## src/rtl/clk_rst_pkg.sv

```systemverilog
// Shared types and constants for the clock/reset sequencer and its helpers.
// Latency: n/a (declarations only).
// Backpressure: n/a.
package clk_rst_pkg;

  // Sequencer phases, from wizard reset through to normal operation or give-up.
  typedef enum logic [2:0] {
    ST_RESET_MMCM = 3'd0,
    ST_WAIT_LOCK  = 3'd1,
    ST_STABILIZE  = 3'd2,
    ST_RUN        = 3'd3,
    ST_FAIL       = 3'd4
  } seq_state_t;

  // Width of the saturating lock-loss counter.
  localparam int LOSS_CNT_W = 8;

  function automatic int max3(input int a, input int b, input int c);
    int m;
    m = (a > b) ? a : b;
    return (m > c) ? m : c;
  endfunction

  // The shared cycle counter only ever has to reach (largest interval - 1).
  // A width of at least one bit is kept so degenerate parameter sets still
  // elaborate.
  function automatic int cnt_width(input int a, input int b, input int c);
    int m;
    m = max3(a, b, c);
    return (m < 2) ? 1 : $clog2(m);
  endfunction

endpackage

```

## src/rtl/clk_rst_sequencer_sync.sv

```systemverilog
// Two-flop synchronizer for a single level signal; async reset to 0.
// Latency: input sampled at edge e is visible on q after edge e+1.
// Backpressure: none; a level signal with no handshake.
module sync_2ff (
  input  logic clk,
  input  logic rst,
  input  logic d,
  output logic q
);

  logic meta;

  // First flop absorbs metastability; second flop presents a clean level.
  always_ff @(posedge clk or posedge rst) begin
    if (rst) begin
      meta <= 1'b0;
      q    <= 1'b0;
    end else begin
      meta <= d;
      q    <= meta;
    end
  end

endmodule

```

## src/rtl/clk_rst_sequencer.sv

```systemverilog
// Clocking-wizard bring-up: reset pulse, lock wait with timeout/retry, stability hold, run.
// Latency: lock seen 2 edges after sampling; release LOCK_STABLE_CYCLES edges after that.
// Backpressure: none; i_retry is a one-cycle request honoured only when in FAIL.
module clk_rst_sequencer
  import clk_rst_pkg::*;
#(
  parameter int RESET_HOLD_CYCLES   = 16,
  parameter int LOCK_TIMEOUT_CYCLES = 100000,
  parameter int LOCK_STABLE_CYCLES  = 1024,
  parameter int MAX_RETRIES         = 3
) (
  input  logic                             i_clk,
  input  logic                             reset,
  input  logic                             i_locked,
  input  logic                             i_retry,
  output logic                             o_mmcm_reset,
  output logic                             o_sys_reset,
  output logic                             o_ready,
  output logic                             o_error,
  output logic                             o_lock_lost,
  output logic [$clog2(MAX_RETRIES+1)-1:0] o_retry_count,
  output logic [LOSS_CNT_W-1:0]            o_loss_count
);

  localparam int CNT_W = cnt_width(RESET_HOLD_CYCLES, LOCK_TIMEOUT_CYCLES, LOCK_STABLE_CYCLES);
  localparam int RC_W  = $clog2(MAX_RETRIES + 1);

  // Terminal counts: the counter starts at 0 on state entry, so the edge that
  // completes an N-cycle interval is the one that sees cnt == N-1.
  localparam logic [CNT_W-1:0] HOLD_LAST    = CNT_W'(RESET_HOLD_CYCLES - 1);
  localparam logic [CNT_W-1:0] TIMEOUT_LAST = CNT_W'(LOCK_TIMEOUT_CYCLES - 1);
  localparam logic [CNT_W-1:0] STABLE_LAST  = CNT_W'(LOCK_STABLE_CYCLES - 1);
  localparam logic [CNT_W-1:0] CNT_ONE      = CNT_W'(1);

  localparam logic [RC_W-1:0] RC_MAX = RC_W'(MAX_RETRIES);
  localparam logic [RC_W-1:0] RC_ONE = RC_W'(1);

  localparam logic [LOSS_CNT_W-1:0] LOSS_ONE = LOSS_CNT_W'(1);
  localparam logic [LOSS_CNT_W-1:0] LOSS_SAT = {LOSS_CNT_W{1'b1}};

  seq_state_t              state;
  seq_state_t              state_nxt;
  logic [CNT_W-1:0]        cnt;
  logic [CNT_W-1:0]        cnt_nxt;
  logic [RC_W-1:0]         retry_inc;
  logic [RC_W-1:0]         retry_nxt;
  logic [LOSS_CNT_W-1:0]   loss_nxt;
  logic                    lost_nxt;
  logic                    lk;

  // i_locked comes from the wizard's own clock domain; only lk is trusted.
  sync_2ff u_lock_sync (
    .clk (i_clk),
    .rst (reset),
    .d   (i_locked),
    .q   (lk)
  );

  assign retry_inc = o_retry_count + RC_ONE;

  // State and shared interval counter.
  always_ff @(posedge i_clk or posedge reset) begin
    if (reset) begin
      state <= ST_RESET_MMCM;
      cnt   <= '0;
    end else begin
      state <= state_nxt;
      cnt   <= cnt_nxt;
    end
  end

  // Next-state, retry/loss bookkeeping and counter update.
  always_comb begin
    state_nxt = state;
    retry_nxt = o_retry_count;
    loss_nxt  = o_loss_count;
    lost_nxt  = 1'b0;
    cnt_nxt   = cnt + CNT_ONE;

    case (state)
      ST_RESET_MMCM: begin
        if (cnt == HOLD_LAST) begin
          state_nxt = ST_WAIT_LOCK;
        end
      end

      ST_WAIT_LOCK: begin
        // A lock seen on the timeout edge still wins over the retry.
        if (lk) begin
          state_nxt = ST_STABILIZE;
        end else if (cnt == TIMEOUT_LAST) begin
          retry_nxt = retry_inc;
          state_nxt = (retry_inc == RC_MAX) ? ST_FAIL : ST_RESET_MMCM;
        end
      end

      ST_STABILIZE: begin
        // A glitch restarts the lock wait without charging a retry.
        if (!lk) begin
          state_nxt = ST_WAIT_LOCK;
        end else if (cnt == STABLE_LAST) begin
          state_nxt = ST_RUN;
          retry_nxt = '0;
        end
      end

      ST_RUN: begin
        if (!lk) begin
          lost_nxt  = 1'b1;
          state_nxt = ST_RESET_MMCM;
          if (o_loss_count != LOSS_SAT) begin
            loss_nxt = o_loss_count + LOSS_ONE;
          end
        end
      end

      ST_FAIL: begin
        if (i_retry) begin
          state_nxt = ST_RESET_MMCM;
          retry_nxt = '0;
        end
      end

      default: begin
        state_nxt = ST_RESET_MMCM;
        retry_nxt = '0;
      end
    endcase

    // Every phase times itself from zero; RUN and FAIL have no interval, so
    // the counter is parked there rather than left free-running.
    if ((state_nxt != state) || (state_nxt == ST_RUN) || (state_nxt == ST_FAIL)) begin
      cnt_nxt = '0;
    end
  end

  // Outputs are decoded from the next state so they move on the same edge as the state.
  always_ff @(posedge i_clk or posedge reset) begin
    if (reset) begin
      o_mmcm_reset  <= 1'b1;
      o_sys_reset   <= 1'b1;
      o_ready       <= 1'b0;
      o_error       <= 1'b0;
      o_lock_lost   <= 1'b0;
      o_retry_count <= '0;
      o_loss_count  <= '0;
    end else begin
      o_mmcm_reset  <= (state_nxt == ST_RESET_MMCM) || (state_nxt == ST_FAIL);
      o_sys_reset   <= (state_nxt != ST_RUN);
      o_ready       <= (state_nxt == ST_RUN);
      o_error       <= (state_nxt == ST_FAIL);
      o_lock_lost   <= lost_nxt;
      o_retry_count <= retry_nxt;
      o_loss_count  <= loss_nxt;
    end
  end

endmodule
```

## config.mk

```make
export PLATFORM = sky130hd
export DESIGN_NAME = clk_rst_sequencer
export DESIGN_NICKNAME = d
export VERILOG_FILES = /design/src/rtl/clk_rst_pkg.sv /design/src/rtl/clk_rst_sequencer_sync.sv /design/src/rtl/clk_rst_sequencer.sv
export SDC_FILE = /design/constraint.sdc
export NUM_CORES = 1
export LEC_CHECK = 0
export CAP_MARGIN = 10
export CORE_ASPECT_RATIO = 1.25
export CORE_MARGIN = 3
export CORE_UTILIZATION = 50
export DETAILED_ROUTE_END_ITERATION = 6
export PLACE_DENSITY = 0.71
export SLEW_MARGIN = 10
export SYNTH_ARGS = -nofsm -noshare
export SYNTH_HDL_FRONTEND = slang
export SYNTH_HIERARCHICAL = 1
export SYNTH_SLANG_ARGS = --single-unit
```

## constraint.sdc

```tcl
create_clock -name i_clk -period 2 [get_ports i_clk]
set_clock_uncertainty 0.15 [all_clocks]
set_input_delay 0.3 -clock i_clk [delete_from_list [all_inputs] [get_ports i_clk]]
set_output_delay 0.3 -clock i_clk [all_outputs]
set_load 0.02 [all_outputs]
```

==> flow_metrics.env, run 1 <==
export IMPL_status="finished, final reports clean"
export IMPL_insertion_delay_ps=290
export IMPL_design_core_area_mm2=0.003543
export IMPL_synth_top_cell_area_share_pct=46.89
export IMPL_internal_power_w=0.001359
export IMPL_period_minus_slack_ps=1914
export IMPL_die_h_um=74.34
export IMPL_die_x_um=60.67
export IMPL_numCtsBuffers=5
export IMPL_cts_htree_levels=2
export IMPL_ant_nets=0
export IMPL_num_vias=1434
export IMPL_powerDensity_mw_per_mm2=856.7
export IMPL_io_pins=19
export IMPL_yosys_top_cells_count="dfrtp_1, nor2_1, nand2_1, xor2_1, nand3_1"
export IMPL_antenna_found_initial=0
export IMPL_setup_violations=0
export IMPL_initial_core_util_pct=52.72
export IMPL_pwr_share_clk_pct=24.1
export IMPL_critPathArrivalTime_ps=1930
export IMPL_yosys_area_share_simple_pct=25.39
export IMPL_routed_wire_length_per_instance_um=14.56
export IMPL_ys_flop_type="dfrtp_1"
export IMPL_required_ps=2020
export IMPL_seqPwrFrac_pct=47.5
export IMPL_fin_nets=221
export IMPL_dpl_cell_area_mm2=0.002201
export IMPL_synthMuxAreaShare_pct=1.674
export IMPL_drt_vias_per_instance=5.668
export IMPL_routed_wl_mm=3.684
export IMPL_cts_setup_buffers=0
export IMPL_total_power_w=0.001987
export IMPL_utilization_pct=65.47
export IMPL_hpwl_mm=2.649
export IMPL_synth_edf_count=0
export IMPL_synthesis_area_mm2=0.001868
export IMPL_synth_compound_area_share_pct=7.569
export IMPL_io_buffers=18
export IMPL_design_area_mm2=0.002320
export IMPL_drv_cap=0
export IMPL_slew_headroom_pct=68.76
export IMPL_dieArea_mm2=0.004510
export IMPL_yosys_warnings=6
export IMPL_grt_overflow=0
export IMPL_grt_max_degree=36
export IMPL_fill_cells=288
export IMPL_track_usage_pct=18.80
export IMPL_multiInputGateArea_um2=918.4
export IMPL_syn2layout_area_growth_pct=24.18
export IMPL_clock_sinks=37
export IMPL_ys_ff_latch=37
export IMPL_synth_xor_area_share_pct=10.31
export IMPL_max_freq_mhz=522.6
export IMPL_synth_fa_ha_area_share_pct=2.009
export IMPL_startpoint_type="flip-flop"
export IMPL_end_kind="flip-flop"
export IMPL_clk_pin_slew_worst_paths_ps=60
export IMPL_avgSynthCellArea_um2=10.49
export IMPL_critical_path_max_fanout=8
export IMPL_gr_usage_met3_pct=5.382
export IMPL_netSwitchingPower_w=0.0006279
export IMPL_seq_area_um2=928.4
export IMPL_instances_no_fill=253
export IMPL_cts_buffer_depth=2
export IMPL_comb_power_share_pct=28.4
export IMPL_power_leakage_nw=1.038
export IMPL_hp_class="input port to async pin"
export IMPL_synthCells=178
export IMPL_grt_pass1_vias=1447
export IMPL_grt_busiest_layer="met2"
export IMPL_antenna_cells=0
export IMPL_grt_pass1_wl_mm=6.258
export IMPL_fin_crit_sh_pct=95.68
export IMPL_ir_drop_uv=601.3
export IMPL_rows=24
export IMPL_use_met1_pct=21.93
export IMPL_post_place_cells=246
export IMPL_synth_nets=185
export IMPL_yosysSeqAreaShare_pct=49.70
export IMPL_drc=0
export IMPL_p_sw_share_pct=31.60
export IMPL_hold_slack_ps=46.97
export IMPL_root_buffer="clkbuf_8"
export IMPL_cts_tree="yes"
export IMPL_synth_async_reset_ratio_pct=100.0
export IMPL_synth_cell_types=43
export IMPL_drv_slew=0
export IMPL_synthTopCellsByArea="dfrtp_1, xor2_1, xnor2_1, nor2_1, nand3_1"
export IMPL_gp_congestion=0.8385
export IMPL_drive_gt1_share_pct=18.22
export IMPL_hold_viol_final=0
export IMPL_gr_usage_met2_pct=30.80
export IMPL_synth_top_family_by_area="simple AND/OR/NAND/NOR gates"
export IMPL_synth_most_common_cell="dfrtp_1"
export IMPL_drtPass1Iterations=4
export IMPL_initialDrtViolationCount=88
export IMPL_critical_path_class="flip-flop to flip-flop"
export IMPL_tightest_slew_ps=465.0
export IMPL_rsz0062_at_grt="false"
export IMPL_yosysTopAreaCell="dfrtp_1"
-- sequential cells by signal, summed over array words and instances (netlist names) --
register and count:
cnt 17, o_error 1, o_lock_lost 1, o_loss_count 8, o_mmcm_reset 1, o_ready 1
o_retry_count 2, o_sys_reset 1, state 3, u_lock_sync/meta 1, u_lock_sync/q 1
-- layout by cell type, fill, tap and decap left out, types with 5 or more instances in the layout --
master,instances
and3_1,5
buf_4,15
clkbuf_8,5
clkdlybuf4s50_1,18
dfrtp_1,35
inv_1,9
nand2_1,12
nand3_1,10
nand4_1,7
nor2_1,20
nor3_1,10
xnor2_1,10
xor2_1,12
-- logic make-up (layout without fill, tap and decap cells) --
logic type | after synthesis | after routing
and+or+nand+nor | 84 | 84
adders and majority gates | 3 | 3
buffers and inverters | 14 | 50
xor gates and xnor gates | 22 | 22
AOI/OAI and AO/OA | 15 | 15
DFF | 37 | 37
muxes | 3 | 3
-- repair_timing --
item | 4_1_cts | 5_1_grt
gates resized for setup | 2 | 6
hold buffers | 0 | 0
endpoints found under the setup margin | 2 | 9
-- metrics by stage --
| stage | setup slack (ps) | setup TNS [ps] |
|---|---|---|
| final | 86.46 | 0 |
| after global routing | 3.628 | 0 |
| after CTS | 45.04 | 0 |
| after detailed placement | -8.207 | -8.207 |
| after global placement | -12.95 | -22.83 |
| after floorplan | 148.0 | 0 |
-- critical path, cell delays in order, from the launching register on --
cell and delay, ps:
dfrtp_1 410, nor4_4 380, and3_4 300, nand4_4 110, a211oi_4 210, buf_4 180, nor3_1 70
-- routing by layer --
metal  routed length (um)  up-vias
met4                  113        0
met5                    0        -
met3                  133       13
li1                     -      693
met2                 1913       37
met1                 1523      691
-- power groups by stage --
stage          clock network [W]  registers [W]  logic, W
4_1_cts                 0.000494       0.000944  0.000552
3_3_place_gp                   0       0.000952  0.000531
5_1_grt                 0.000527       0.000960  0.000626
2_1_floorplan                  0       0.000946  0.000352
3_5_place_dp                   0       0.000958  0.000547
6_report                0.000479       0.000944  0.000564
-- worst paths after layout --
check | from | end | slack, ps | cells past startpoint
max reg2reg | cnt[11] | cnt[10] | 90 | 6
min in group i_clk | u_lock_sync/meta | u_lock_sync/q | 210 | 0
max in group asynchronous | reset | o_sys_reset | 1060 | 3
min | reset | u_lock_sync/meta | 50 | 2
max | cnt[11] | cnt[10] | 90 | 6
min reg2reg | u_lock_sync/meta | u_lock_sync/q | 210 | 0
-- area by class of cell --
class | count | share of cell area, %
inverters | 9 | 1.456
multi-input cells | 127 | 39.59
well taps | 39 | 2.104
flip-flops and latches | 37 | 40.02
clock inverters | 1 | 0.2158
clock buffers | 6 | 3.128
repair buffers | 34 | 13.48
Power figures use the tool's default switching activity.
==> run 2, diff against run 1 <==
--- a/config.mk
+++ b/config.mk
@@ -8,9 +8,9 @@
 export CAP_MARGIN = 10
 export CORE_ASPECT_RATIO = 1.25
 export CORE_MARGIN = 3
-export CORE_UTILIZATION = 50
+export CORE_UTILIZATION = 55
 export DETAILED_ROUTE_END_ITERATION = 6
-export PLACE_DENSITY = 0.71
+export PLACE_DENSITY = 0.75
 export SLEW_MARGIN = 10
 export SYNTH_ARGS = -nofsm -noshare
 export SYNTH_HDL_FRONTEND = slang
==> constraint.sdc (replaced) <==
create_clock -name i_clk -period 2.2 [get_ports i_clk]
set_clock_uncertainty 0.15 [all_clocks]
set_input_delay 0.33 -clock i_clk [delete_from_list [all_inputs] [get_ports i_clk]]
set_output_delay 0.33 -clock i_clk [all_outputs]
set_load 0.02 [all_outputs]
==> run 2 against run 1 <==
Compared with the run above:
- die area shrank 8.3%
- maximum frequency decreased by 6.0%
- setup slack improved by 77 ps
- clock power up 44%
- clock-buffer cell count decreased by 1
- flip-flop and latch count is the same
==> flow_metrics.env, run 2 (synthesized netlist as in run 1, its figures left out) <==
export IMPL_startpoint_type="flip-flop"
export IMPL_root_buffer="clkbuf_8"
export IMPL_tightest_slew_ps=538.5
export IMPL_dieArea_mm2=0.004136
export IMPL_cts_htree_levels=2
export IMPL_drc=0
export IMPL_setup_violations=0
export IMPL_rsz0062_at_grt="false"
export IMPL_post_place_ws_ps=157.2
export IMPL_rows=23
export IMPL_io_buffers=18
export IMPL_fin_nets=209
export IMPL_largestRegisters="cnt: 17 flops, o_loss_count: 8 flops, state: 3 flops"
export IMPL_die_x_um=58.13
export IMPL_die_h_um=71.16
export IMPL_seq_area_um2=928.4
export IMPL_drt_vias_per_instance=5.871
export IMPL_grt_pass1_wl_mm=6.486
export IMPL_cts_setup_buffers=0
export IMPL_fin_crit_sh_pct=92.55
export IMPL_setup_tns_final_ps=0
export IMPL_pwr_share_clk_pct=34.7
export IMPL_ant_nets=0
export IMPL_antenna_found_initial=0
export IMPL_comb_power_share_pct=21.8
export IMPL_hold_buffers=0
export IMPL_status="finished, final reports clean"
export IMPL_hpwl_mm=2.669
export IMPL_largest_reg_flops=17
export IMPL_initialDrtViolationCount=79
export IMPL_drive_gt1_share_pct=12.32
export IMPL_gp_congestion=0.8837
export IMPL_grt_max_degree=36
export IMPL_num_vias=1409
export IMPL_routed_wl_mm=3.657
export IMPL_fill_cells=245
export IMPL_numCtsBuffers=5
export IMPL_power_leakage_nw=1.001
export IMPL_cts_tree="yes"
export IMPL_initial_core_util_pct=57.96
export IMPL_regMostFlops="cnt"
export IMPL_routed_wire_length_per_instance_um=15.24
export IMPL_clk_pin_slew_worst_paths_ps=80
export IMPL_p_sw_share_pct=28.76
export IMPL_critical_path_max_fanout=17
export IMPL_grt_overflow=0
export IMPL_required_ps=2240
export IMPL_ir_drop_uv=574.0
export IMPL_final_common_cell="dfrtp_1"
export IMPL_end_kind="flip-flop"
export IMPL_final_cell_mix="dfrtp_1, nor2_1, clkdlybuf4s50_1"
export IMPL_critPathArrivalTime_ps=2070
export IMPL_netSwitchingPower_w=0.0005692
export IMPL_drv_cap=0
export IMPL_antenna_cells=0
export IMPL_clock_sinks=37
export IMPL_internal_power_w=0.001410
export IMPL_hold_viol_final=0
export IMPL_io_pins=19
export IMPL_powerDensity_mw_per_mm2=887.8
export IMPL_design_core_area_mm2=0.003223
export IMPL_insertion_delay_ps=290
export IMPL_grt_pass1_vias=1448
export IMPL_period_minus_slack_ps=2036
export IMPL_drv_slew=0
export IMPL_critical_path_class="flip-flop to flip-flop"
export IMPL_multiInputGateArea_um2=877.1
export IMPL_track_usage_pct=20.33
export IMPL_timing_final_ws_setup_ps=163.9
export IMPL_cts_buffer_depth=2
export IMPL_drtPass1Iterations=6
export IMPL_slew_headroom_pct=63.77
export IMPL_seqPwrFrac_pct=43.5
export IMPL_syn2layout_area_growth_pct=19.36
export IMPL_hp_class="input port to async pin"
export IMPL_post_cts_resized=0
export IMPL_max_freq_mhz=491.1
==> run 2: worst max-delay path: stages, from the launching register on <==
cell     delay [ps]
dfrtp_1         390
ha_1            290
and3_1          240
and3_2          250
nand2_1         110
a21oi_4          60
buf_4           210
nor3_1          240
==> run 2: final timing paths <==
path	from	endpoint	slack, ps	depth (start not counted)
max	cnt[0]	cnt[7]	160	7
min	reset	u_lock_sync/q	60	2
max reg2reg	cnt[0]	cnt[7]	160	7
min reg2reg	u_lock_sync/meta	u_lock_sync/q	220	0
max in group asynchronous	reset	o_mmcm_reset	1250	3
min in group i_clk	u_lock_sync/meta	u_lock_sync/q	220	0
==> run 2: layout make-up <==
cell class	instances	share of cell area (%)
Timing Repair Buffer	22	9.428
Clock inverter	3	2.918
Clock buffer	5	3.086
Sequential cell	37	41.64
Multi-Input combinational cell	127	39.34
Tap cell	37	2.076
Inverter	9	1.515
==> run 2: power by group through the flow <==
stage          clock network, W  registers [W]  logic [W]
3_3_place_gp                  0       0.000868   0.000421
2_1_floorplan                 0       0.000860   0.000320
5_1_grt                0.000728       0.000875   0.000494
3_5_place_dp                  0       0.000872   0.000434
4_1_cts                0.000701       0.000858   0.000436
6_report               0.000688       0.000861   0.000431
==> run 2: per-layer routing <==
metal	up-vias	share of wire (%)	GRT usage, %	wire, um
met5	-	0	0	0
met4	0	2.4	7.732	89
met3	11	4.6	4.927	167
met2	43	52	35.43	1896
met1	682	41	23.73	1504
li1	673	-	-	-
==> run 2: metrics by stage <==
stage          utilization [%]  total power, W  cell area, um2  cells  hold WS (ps)
2_1_floorplan                -        0.001180            1868    178        -78.82
3_3_place_gp             65.02        0.001289            2096    232         186.0
3_5_place_dp             65.02        0.001305            2096    232         207.5
4_1_cts                  69.18        0.001996            2230    240         64.36
5_1_grt                  69.18        0.002097            2230    240         73.81
6_report                 69.18        0.001979            2230    240         64.82
==> run 3, diff against run 2 <==
--- a/config.mk
+++ b/config.mk
@@ -10,7 +10,7 @@
 export CORE_MARGIN = 3
 export CORE_UTILIZATION = 55
 export DETAILED_ROUTE_END_ITERATION = 6
-export PLACE_DENSITY = 0.75
+export PLACE_DENSITY = 0.82
 export SLEW_MARGIN = 10
 export SYNTH_ARGS = -nofsm -noshare
 export SYNTH_HDL_FRONTEND = slang
==> run 3 against run 2 <==
Compared with the run above:
- die area is the same
- wire length up 0.25%
- sequential share of layout area grew 1.1 points
- critical path type unchanged
- critical endpoint is now cnt[0]
==> flow_metrics.env, run 3 (synthesized netlist as in run 1, its figures left out) <==
export IMPL_cpMaxStageDelayCell="a21oi_4"
export IMPL_die_h_um=71.16
export IMPL_slew_headroom_pct=63.02
export IMPL_grt_pass1_vias=1446
export IMPL_hold_viol_final=0
export IMPL_fin_nets=208
export IMPL_r2r_slack_ps=170
export IMPL_insertion_delay_ps=290
export IMPL_seqPwrFrac_pct=49.5
export IMPL_worstRegToRegCells=6
export IMPL_setup_violations=0
export IMPL_num_vias=1389
export IMPL_numCtsBuffers=5
export IMPL_drv_slew=0
export IMPL_comb_power_share_pct=24.4
export IMPL_utilization_pct=67.35
export IMPL_track_usage_pct=20.87
export IMPL_antenna_cells=0
export IMPL_r2r_end="cnt[0]"
export IMPL_tightest_slew_ps=549.6
export IMPL_root_buffer="clkbuf_8"
export IMPL_initialDrtViolationCount=54
export IMPL_drtPass1Iterations=4
export IMPL_max_freq_mhz=493.8
export IMPL_hold_buffers=0
export IMPL_post_place_cells=231
export IMPL_startpoint_type="flip-flop"
export IMPL_netSwitchingPower_w=0.0005758
export IMPL_rows=23
export IMPL_clock_sinks=37
export IMPL_fin_crit_sh_pct=92.06
export IMPL_cts_tree="yes"
export IMPL_hpwl_mm=2.694
export IMPL_max_stage_delay_ps=400
export IMPL_cts_buffer_depth=2
export IMPL_regMostFlops="cnt"
export IMPL_ir_drop_uv=655.5
export IMPL_cp_cell_sequence="ha_1 -> and3_1 -> and3_2 -> nand2_1 -> a21oi_4 -> nor3_1"
export IMPL_rsz0062_at_grt="false"
export IMPL_final_cell_mix="dfrtp_1, nor2_1, clkdlybuf4s50_1"
export IMPL_io_buffers=18
export IMPL_drv_cap=0
export IMPL_cts_setup_buffers=0
export IMPL_die_x_um=58.13
export IMPL_required_ps=2200
export IMPL_clk_pin_slew_worst_paths_ps=70
export IMPL_drc=0
export IMPL_drive_gt1_share_pct=11.39
export IMPL_dieArea_mm2=0.004136
export IMPL_largest_reg_flops=17
export IMPL_status="finished, final reports clean"
export IMPL_hold_slack_ps=54.13
export IMPL_routed_wl_mm=3.666
export IMPL_critPathArrivalTime_ps=2030
export IMPL_grt_overflow=0
export IMPL_syn2layout_area_growth_pct=16.21
export IMPL_r2r_start="cnt[0]"
export IMPL_antenna_found_initial=0
export IMPL_internal_power_w=0.001173
export IMPL_instances_no_fill=239
export IMPL_grt_pass1_wl_mm=6.568
export IMPL_initial_core_util_pct=57.96
export IMPL_final_common_cell="dfrtp_1"
export IMPL_critical_path_class="flip-flop to flip-flop"
export IMPL_critical_path_max_fanout=17
export IMPL_gp_congestion=0.9460
export IMPL_ant_nets=0
export IMPL_p_sw_share_pct=32.93
export IMPL_powerDensity_mw_per_mm2=805.5
export IMPL_routed_wire_length_per_instance_um=15.34
export IMPL_grt_max_degree=36
export IMPL_power_leakage_nw=0.9725
export IMPL_setup_tns_final_ps=0
export IMPL_design_core_area_mm2=0.003223
export IMPL_period_minus_slack_ps=2025
export IMPL_io_pins=19
export IMPL_cts_htree_levels=2
export IMPL_post_cts_resized=0
export IMPL_drt_vias_per_instance=5.812
export IMPL_largestRegisters="cnt: 17 flops, o_loss_count: 8 flops, state: 3 flops"
export IMPL_hp_class="input port to async pin"
export IMPL_pwr_share_clk_pct=26.0
export IMPL_end_kind="flip-flop"
## run 3: cell count changes in the layout (fill, tap and decap cells not counted), sizes merged
cell / before / now
bufinv: 2 / 0
clkinv: 1 / 2
clkbuf: 5 / 6
buf: 4 / 3
## run 3: worst max-delay path by stage
stage                        to  cells past startpoint  slack, ps    start
2_1_floorplan  o_retry_count[0]                      6        350   cnt[0]
3_3_place_gp   o_retry_count[0]                      5        200  i_retry
3_5_place_dp             cnt[0]                      6        170   cnt[0]
4_1_cts                  cnt[0]                      6        160   cnt[0]
5_1_grt                  cnt[9]                      6          3   cnt[0]
6_report                 cnt[0]                      6        170   cnt[0]
## run 3: power groups by stage
stage | logic, W | registers [W] | clock network, W
finish | 0.000427 | 0.000866 | 0.000455
global route | 0.000477 | 0.000880 | 0.000506
CTS | 0.000431 | 0.000864 | 0.000468
detailed placement | 0.000429 | 0.000877 | 0
global placement | 0.000411 | 0.000870 | 0
floorplan | 0.000320 | 0.000860 | 0
## run 3: through the flow
| step | power, W | setup WS [ps] | instance area, um2 |
|---|---|---|---|
| 2_1_floorplan | 0.001180 | 348.0 | 1868 |
| 3_3_place_gp | 0.001281 | 201.6 | 2088 |
| 3_5_place_dp | 0.001306 | 169.3 | 2088 |
| 4_1_cts | 0.001763 | 159.3 | 2171 |
| 5_1_grt | 0.001863 | 2.604 | 2171 |
| 6_report | 0.001749 | 174.8 | 2171 |
## run 3: cell type report
class | instances | area (um2)
fillers | 260 | 1052
flip-flops and latches | 37 | 928.4
multi-input cells | 127 | 877.1
repair buffers | 21 | 202.7
clock buffers | 6 | 72.57
well taps | 37 | 46.29
inverters | 9 | 33.78
clock inverters | 2 | 10.01
## run 3: critical path, delay by kind of cell, from the launching register on
family | cells | cell delay (ps)
DFF | 1 | 370
adders and majority gates | 1 | 280
and+or+nand+nor | 4 | 690
AOI/OAI and AO/OA | 1 | 400
## run 3: metal layers
metal  GRT usage (%)  vias up  wire, um
li1                -      665         -
met1           25.77      684      1549
met2           32.91       33      1877
met3           6.022        7       169
met4           10.57        0        69
met5               0        -         0
